### config.mk
export PLATFORM = sky130hd
export DESIGN_NAME = fifo_wr_arbiter
export DESIGN_NICKNAME = d
export VERILOG_FILES = /design/src/rtl/fifo_arb_pkg.sv /design/src/rtl/rr_pick.sv /design/src/rtl/fifo_wr_arbiter.sv
export SDC_FILE = /design/constraint.sdc
export NUM_CORES = 1
export LEC_CHECK = 0
export CAP_MARGIN = 15
export CORE_MARGIN = 3
export CORE_UTILIZATION = 39
export CTS_BUF_LIST = sky130_fd_sc_hd__clkbuf_8 sky130_fd_sc_hd__clkbuf_16
export DETAILED_ROUTE_END_ITERATION = 8
export PLACE_DENSITY_LB_ADDON = 0.3
export SLEW_MARGIN = 20
export SYNTH_ARGS = -nofsm -noshare
export SYNTH_HDL_FRONTEND = slang
export SYNTH_HIERARCHICAL = 1
export SYNTH_SLANG_ARGS = --single-unit
### constraint.sdc
create_clock -name clk -period 4.9 [get_ports clk]
set_input_delay 1.225 -clock clk [delete_from_list [all_inputs] [get_ports clk]]
set_output_delay 1.225 -clock clk [all_outputs]
set_load 0.02 [all_outputs]
### src/rtl/fifo_arb_pkg.sv
// Shared types and default sizing for the FIFO write arbiter.
package fifo_arb_pkg;

    localparam int unsigned DefNReq     = 4;
    localparam int unsigned DefWidth    = 8;
    localparam int unsigned DefBurstMax = 4;

    // Arbiter FSM: IDLE arbitrates, GRANT streams beats from the owner.
    typedef enum logic [0:0] {
        StIdle,
        StGrant
    } arb_state_e;

endpackage

### src/rtl/rr_pick.sv
// Rotating-priority picker: first set request at or after rr_ptr, wrapping N_REQ-1 -> 0.
module rr_pick
    import fifo_arb_pkg::*;
#(
    parameter int unsigned N_REQ = DefNReq
) (
    input  logic [N_REQ-1:0]         req,
    input  logic [$clog2(N_REQ)-1:0] rr_ptr,
    output logic                     found,
    output logic [$clog2(N_REQ)-1:0] idx
);

    localparam int unsigned IdxW = $clog2(N_REQ);
    localparam int unsigned CandW = IdxW + 1;

    // One spare bit so rr_ptr + offset never overflows before the wrap correction.
    logic [CandW-1:0] cand;

    // Scan offsets from rr_ptr upward and keep the first hit.
    always_comb begin
        found = 1'b0;
        idx   = '0;
        cand  = '0;
        for (int unsigned off = 0; off < N_REQ; off++) begin
            cand = {1'b0, rr_ptr} + CandW'(off);
            if (cand >= CandW'(N_REQ)) begin
                cand = cand - CandW'(N_REQ);
            end
            if (!found && req[cand[IdxW-1:0]]) begin
                found = 1'b1;
                idx   = cand[IdxW-1:0];
            end
        end
    end

endmodule

### src/rtl/fifo_wr_arbiter.sv
// Round-robin arbiter merging N_REQ write requesters into one FIFO write port,
// with bursts of up to BURST_MAX beats per grant and stalls on FIFO full.
module fifo_wr_arbiter
    import fifo_arb_pkg::*;
#(
    parameter int unsigned N_REQ     = DefNReq,
    parameter int unsigned WIDTH     = DefWidth,
    parameter int unsigned BURST_MAX = DefBurstMax
) (
    input  logic                     clk,
    input  logic                     rst,
    input  logic [N_REQ-1:0]         req,
    input  logic [N_REQ*WIDTH-1:0]   req_data,
    output logic [N_REQ-1:0]         gnt,
    input  logic                     full,
    output logic                     w_en,
    output logic [WIDTH-1:0]         din,
    output logic [$clog2(N_REQ)-1:0] owner,
    output logic                     busy
);

    localparam int unsigned IdxW = $clog2(N_REQ);
    localparam int unsigned CntW = $clog2(BURST_MAX + 1);

    arb_state_e      state_q, state_d;
    logic [IdxW-1:0] owner_q, owner_d;
    logic [CntW-1:0] beat_q, beat_d;
    logic [IdxW-1:0] rr_q, rr_d;

    logic            pick_found;
    logic [IdxW-1:0] pick_idx;
    logic [IdxW-1:0] next_ptr;

    rr_pick #(
        .N_REQ(N_REQ)
    ) u_pick (
        .req   (req),
        .rr_ptr(rr_q),
        .found (pick_found),
        .idx   (pick_idx)
    );

    assign next_ptr = (owner_q == IdxW'(N_REQ - 1)) ? '0 : owner_q + IdxW'(1);

    // FIFO-side outputs; the write path is combinational so full blocks the beat in-cycle.
    always_comb begin
        busy  = (state_q == StGrant);
        w_en  = busy && req[owner_q] && !full;
        gnt   = '0;
        if (w_en) begin
            gnt[owner_q] = 1'b1;
        end
        din   = busy ? req_data[owner_q*WIDTH +: WIDTH] : '0;
        owner = busy ? owner_q : '0;
    end

    // Next-state: arbitrate in IDLE, count beats in GRANT, release on drop or burst end.
    always_comb begin
        state_d = state_q;
        owner_d = owner_q;
        beat_d  = beat_q;
        rr_d    = rr_q;
        unique case (state_q)
            StIdle: begin
                if (pick_found) begin
                    state_d = StGrant;
                    owner_d = pick_idx;
                    beat_d  = '0;
                end
            end
            StGrant: begin
                if (w_en) begin
                    beat_d = beat_q + CntW'(1);
                end
                // A drop during a full stall also lands here, so the pointer still advances.
                if (!req[owner_q] || (w_en && (beat_q == CntW'(BURST_MAX - 1)))) begin
                    state_d = StIdle;
                    rr_d    = next_ptr;
                end
            end
            default: begin
                state_d = StIdle;
            end
        endcase
    end

    // State registers with asynchronous active-low reset.
    always_ff @(posedge clk or negedge rst) begin
        if (!rst) begin
            state_q <= StIdle;
            owner_q <= '0;
            beat_q  <= '0;
            rr_q    <= '0;
        end else begin
            state_q <= state_d;
            owner_q <= owner_d;
            beat_q  <= beat_d;
            rr_q    <= rr_d;
        end
    end

endmodule

==> flow_summary.ini <==
[run_status]
status = finished clean

[flow_run]
max-cap-violations = 0

[worst_setup_path]
worstPathRequired_ns = 3.67
setup.worst_path.start_class = primary input
path_buf_inv = 2
cp_slowest_cell = mux4_2
crit_chain = clkdlybuf4s50_1, mux4_2, and3_4, and2_1, clkdlybuf4s50_1
cp_top_family = buffers and inverters
critPathArrivalTime_ns = 3.26
r2r_end = rr_q[1]
r2r_cells = 3
end_kind = primary output
crit_type = in -> out
r2r_slack_ns = 3.08
critPathMostFrequentCell = clkdlybuf4s50_1
critPathMaxFanout = 9
slowest_delay_ns = 0.60
rr_startpoint = owner_q[1]

[drt]
highest_layer = met4
drt-pass1-iter-count = 4
routedWlPerCell_microns = 16.35
vias = 926
wl_met1_microns = 1125
drc = 0
avgViaCountPerCell = 5.447
routed-wl-met2_microns = 1273
met3_length_microns = 338
routed_wl_microns = 2779
postRouteAntennaNets = 0
drt_iter0_markers = 26

[worst_hold_path]
worstHoldPathType = reg -> reg
holdPathEnd = beat_q[2]
hold_start = beat_q[2]
worstHoldPathCells = 1

[floorplanning]
die_h_microns = 53.12
dieWidth_microns = 53.12
start_util_pct = 42.82
core_sq_um = 2022
row_count = 16
io_pins = 55
dieArea_sq_um = 2821

[grt]
antenna_found_initial = 0
track_usage_pct = 21.71
grt-ovfl-total = 0
grt_max_degree = 23
grt_first_pass_wirelength_microns = 4416
grt_pass1_vias = 894

[sta]
clock-skew-final_ns = 0.0004477
rsz0062_at_grt = false
fin_crit_sh_pct = 91.51
slew_headroom_pct = 60.35
tightest_slew_ns = 0.5948
hold_violations = 0
finalSetupTns_ns = 0
drv_slew = 0
report.final.setup_viol = 0
fin_crit_ns = 4.484
fmax_ghz = 0.2230

[clock_tree]
post_cts_resize_count = 0
cts_buffers = 3
clk_path_buf_depth = 2
h-tree-depth = 1
insertion_delay_ns = 0.23
post-cts-setup-buffers = 0
clkTransAtPathRegs_ns = 0.04
cts_hold_buf = 0
cts.sinks = 8
cts_root_buffer = clkbuf_8
cts_tree = yes

[layout]
layout_common_cells = 54 x clkdlybuf4s50_1, 15 x and2_1, 9 x inv_1
drive_above_1_share_pct = 11.19
area_growth_pct = 70.09
diodes = 0
fill_cells = 151
fin_cells = 170
fin_nets = 190
layout_commonest_cell = clkdlybuf4s50_1

[placed_design]
finalWeightedCongestion = 0.8563
post-place-cells = 167
numPortBuffers = 54
hpwl_microns = 2201

[synth]
synth_cell_types = 31
synthCells = 89
seq_area_frac_synth_pct = 23.12
syn-num-nets = 134
synth.ff_latch_count = 8
avgSynthCellArea_sq_um = 9.728
yosys_warnings = 6
syn_area_sq_um = 865.8

[power_and_ir_drop]
p_leak_nw = 0.6036
peakVddDrop_mv = 0.3621
power_density_nw_per_um2 = 486.5
worst max-delay path by stage:
stage / from / end / slack [ns] / depth (start not counted)
6_report: req[0] / gnt[2] / 0.42 / 5
5_1_grt: req[0] / gnt[2] / 0.33 / 5
4_1_cts: req[0] / gnt[3] / 0.43 / 5
3_5_place_dp: req[0] / gnt[3] / 0.43 / 5
3_3_place_gp: req[0] / gnt[3] / 0.47 / 5
2_1_floorplan: req[3] / gnt[0] / 1.44 / 3
metal layers:
metal  up-vias  GRT usage, %
li1        430             -
met1       425         27.19
met2        64         34.71
met3         7         6.479
met4         0         8.511
met5         -             0
power by group:
group,internal [W],total (W),switching (W)
Sequential,0.0000968,0.000159,0.0000625
Clock,0.0000535,0.0000822,0.0000287
Combinational,0.000267,0.000475,0.000208
Total,0.000417,0.000716,0.000299
logic make-up (layout without fill, tap and decap cells):
kind of cell / after synthesis / in the layout / share of synthesized area, %
fa+ha+maj: 6 / 6 / 8.670
compound gates: 18 / 18 / 14.60
simple gates: 32 / 32 / 21.10
buf+inv: 14 / 68 / 6.213
mux: 11 / 11 / 26.30
flops: 8 / 8 / 23.12
Yosys cell counts:
cell type,n,area (sq um)
mux2_1,1,11.26
a21o_1,2,15.01
a31o_1,1,8.760
ha_1,6,75.07
a32o_1,1,10.01
dfrtp_1,8,200.2
o211ai_1,1,7.510
buf_2,1,5.000
and3_4,1,11.26
a21boi_2,1,11.26
mux4_2,8,180.2
mux2i_1,1,10.01
and2_1,15,93.84
nand4_1,1,6.260
a31o_2,1,8.760
buf_1,1,3.750
nor2b_1,1,6.260
nor2_1,3,11.26
inv_1,9,33.78
nor3b_1,1,7.510
o21ai_0,3,15.01
inv_2,1,3.750
a21oi_1,5,25.02
nand2b_1,2,12.51
o221ai_1,1,8.760
nand2_1,5,18.77
clkbuf_1,2,7.510
o22ai_1,1,6.260
nand3_1,3,15.01
mux4_1,1,26.28
a221o_1,1,10.01
per-stage QoR:
| step | hold WS, ns | total power, W | setup slack, ns | utilization (%) | area [sq um] |
|---|---|---|---|---|---|
| CTS | 0.5209 | 0.0007200 | 0.4273 | 72.83 | 1473 |
| global placement | 0.5074 | 0.0006216 | 0.4739 | 70.79 | 1431 |
| detailed placement | 0.5119 | 0.0006356 | 0.4283 | 70.79 | 1431 |
| finish | 0.5217 | 0.0007165 | 0.4162 | 72.83 | 1473 |
| floorplan | 0.4872 | 0.0004436 | 1.444 | - | 865.8 |
| global route | 0.5736 | 0.0007714 | 0.3306 | 72.83 | 1473 |
layout make-up:
cell class | instances | area, sq um | area share (%)
multi-input cells | 67 | 611.8 | 41.55
inverters | 10 | 37.54 | 2.549
well taps | 27 | 33.78 | 2.294
repair buffers | 55 | 548.0 | 37.21
flip-flops and latches | 8 | 200.2 | 13.59
clock buffers | 3 | 41.29 | 2.804
state kept, by name, summed over array words and instances, names as in the netlist:
| name | flops |
|---|---|
| beat_q | 3 |
| owner_q | 2 |
| rr_q | 2 |
| busy | 1 |
worst register-to-register path: cells and delay by family, from the launching register on:
family | cells | cell delay (ns)
mux | 2 | 0.82
flops | 1 | 0.67
compound gates | 1 | 0.20
(Power assumes the default switching activity.)
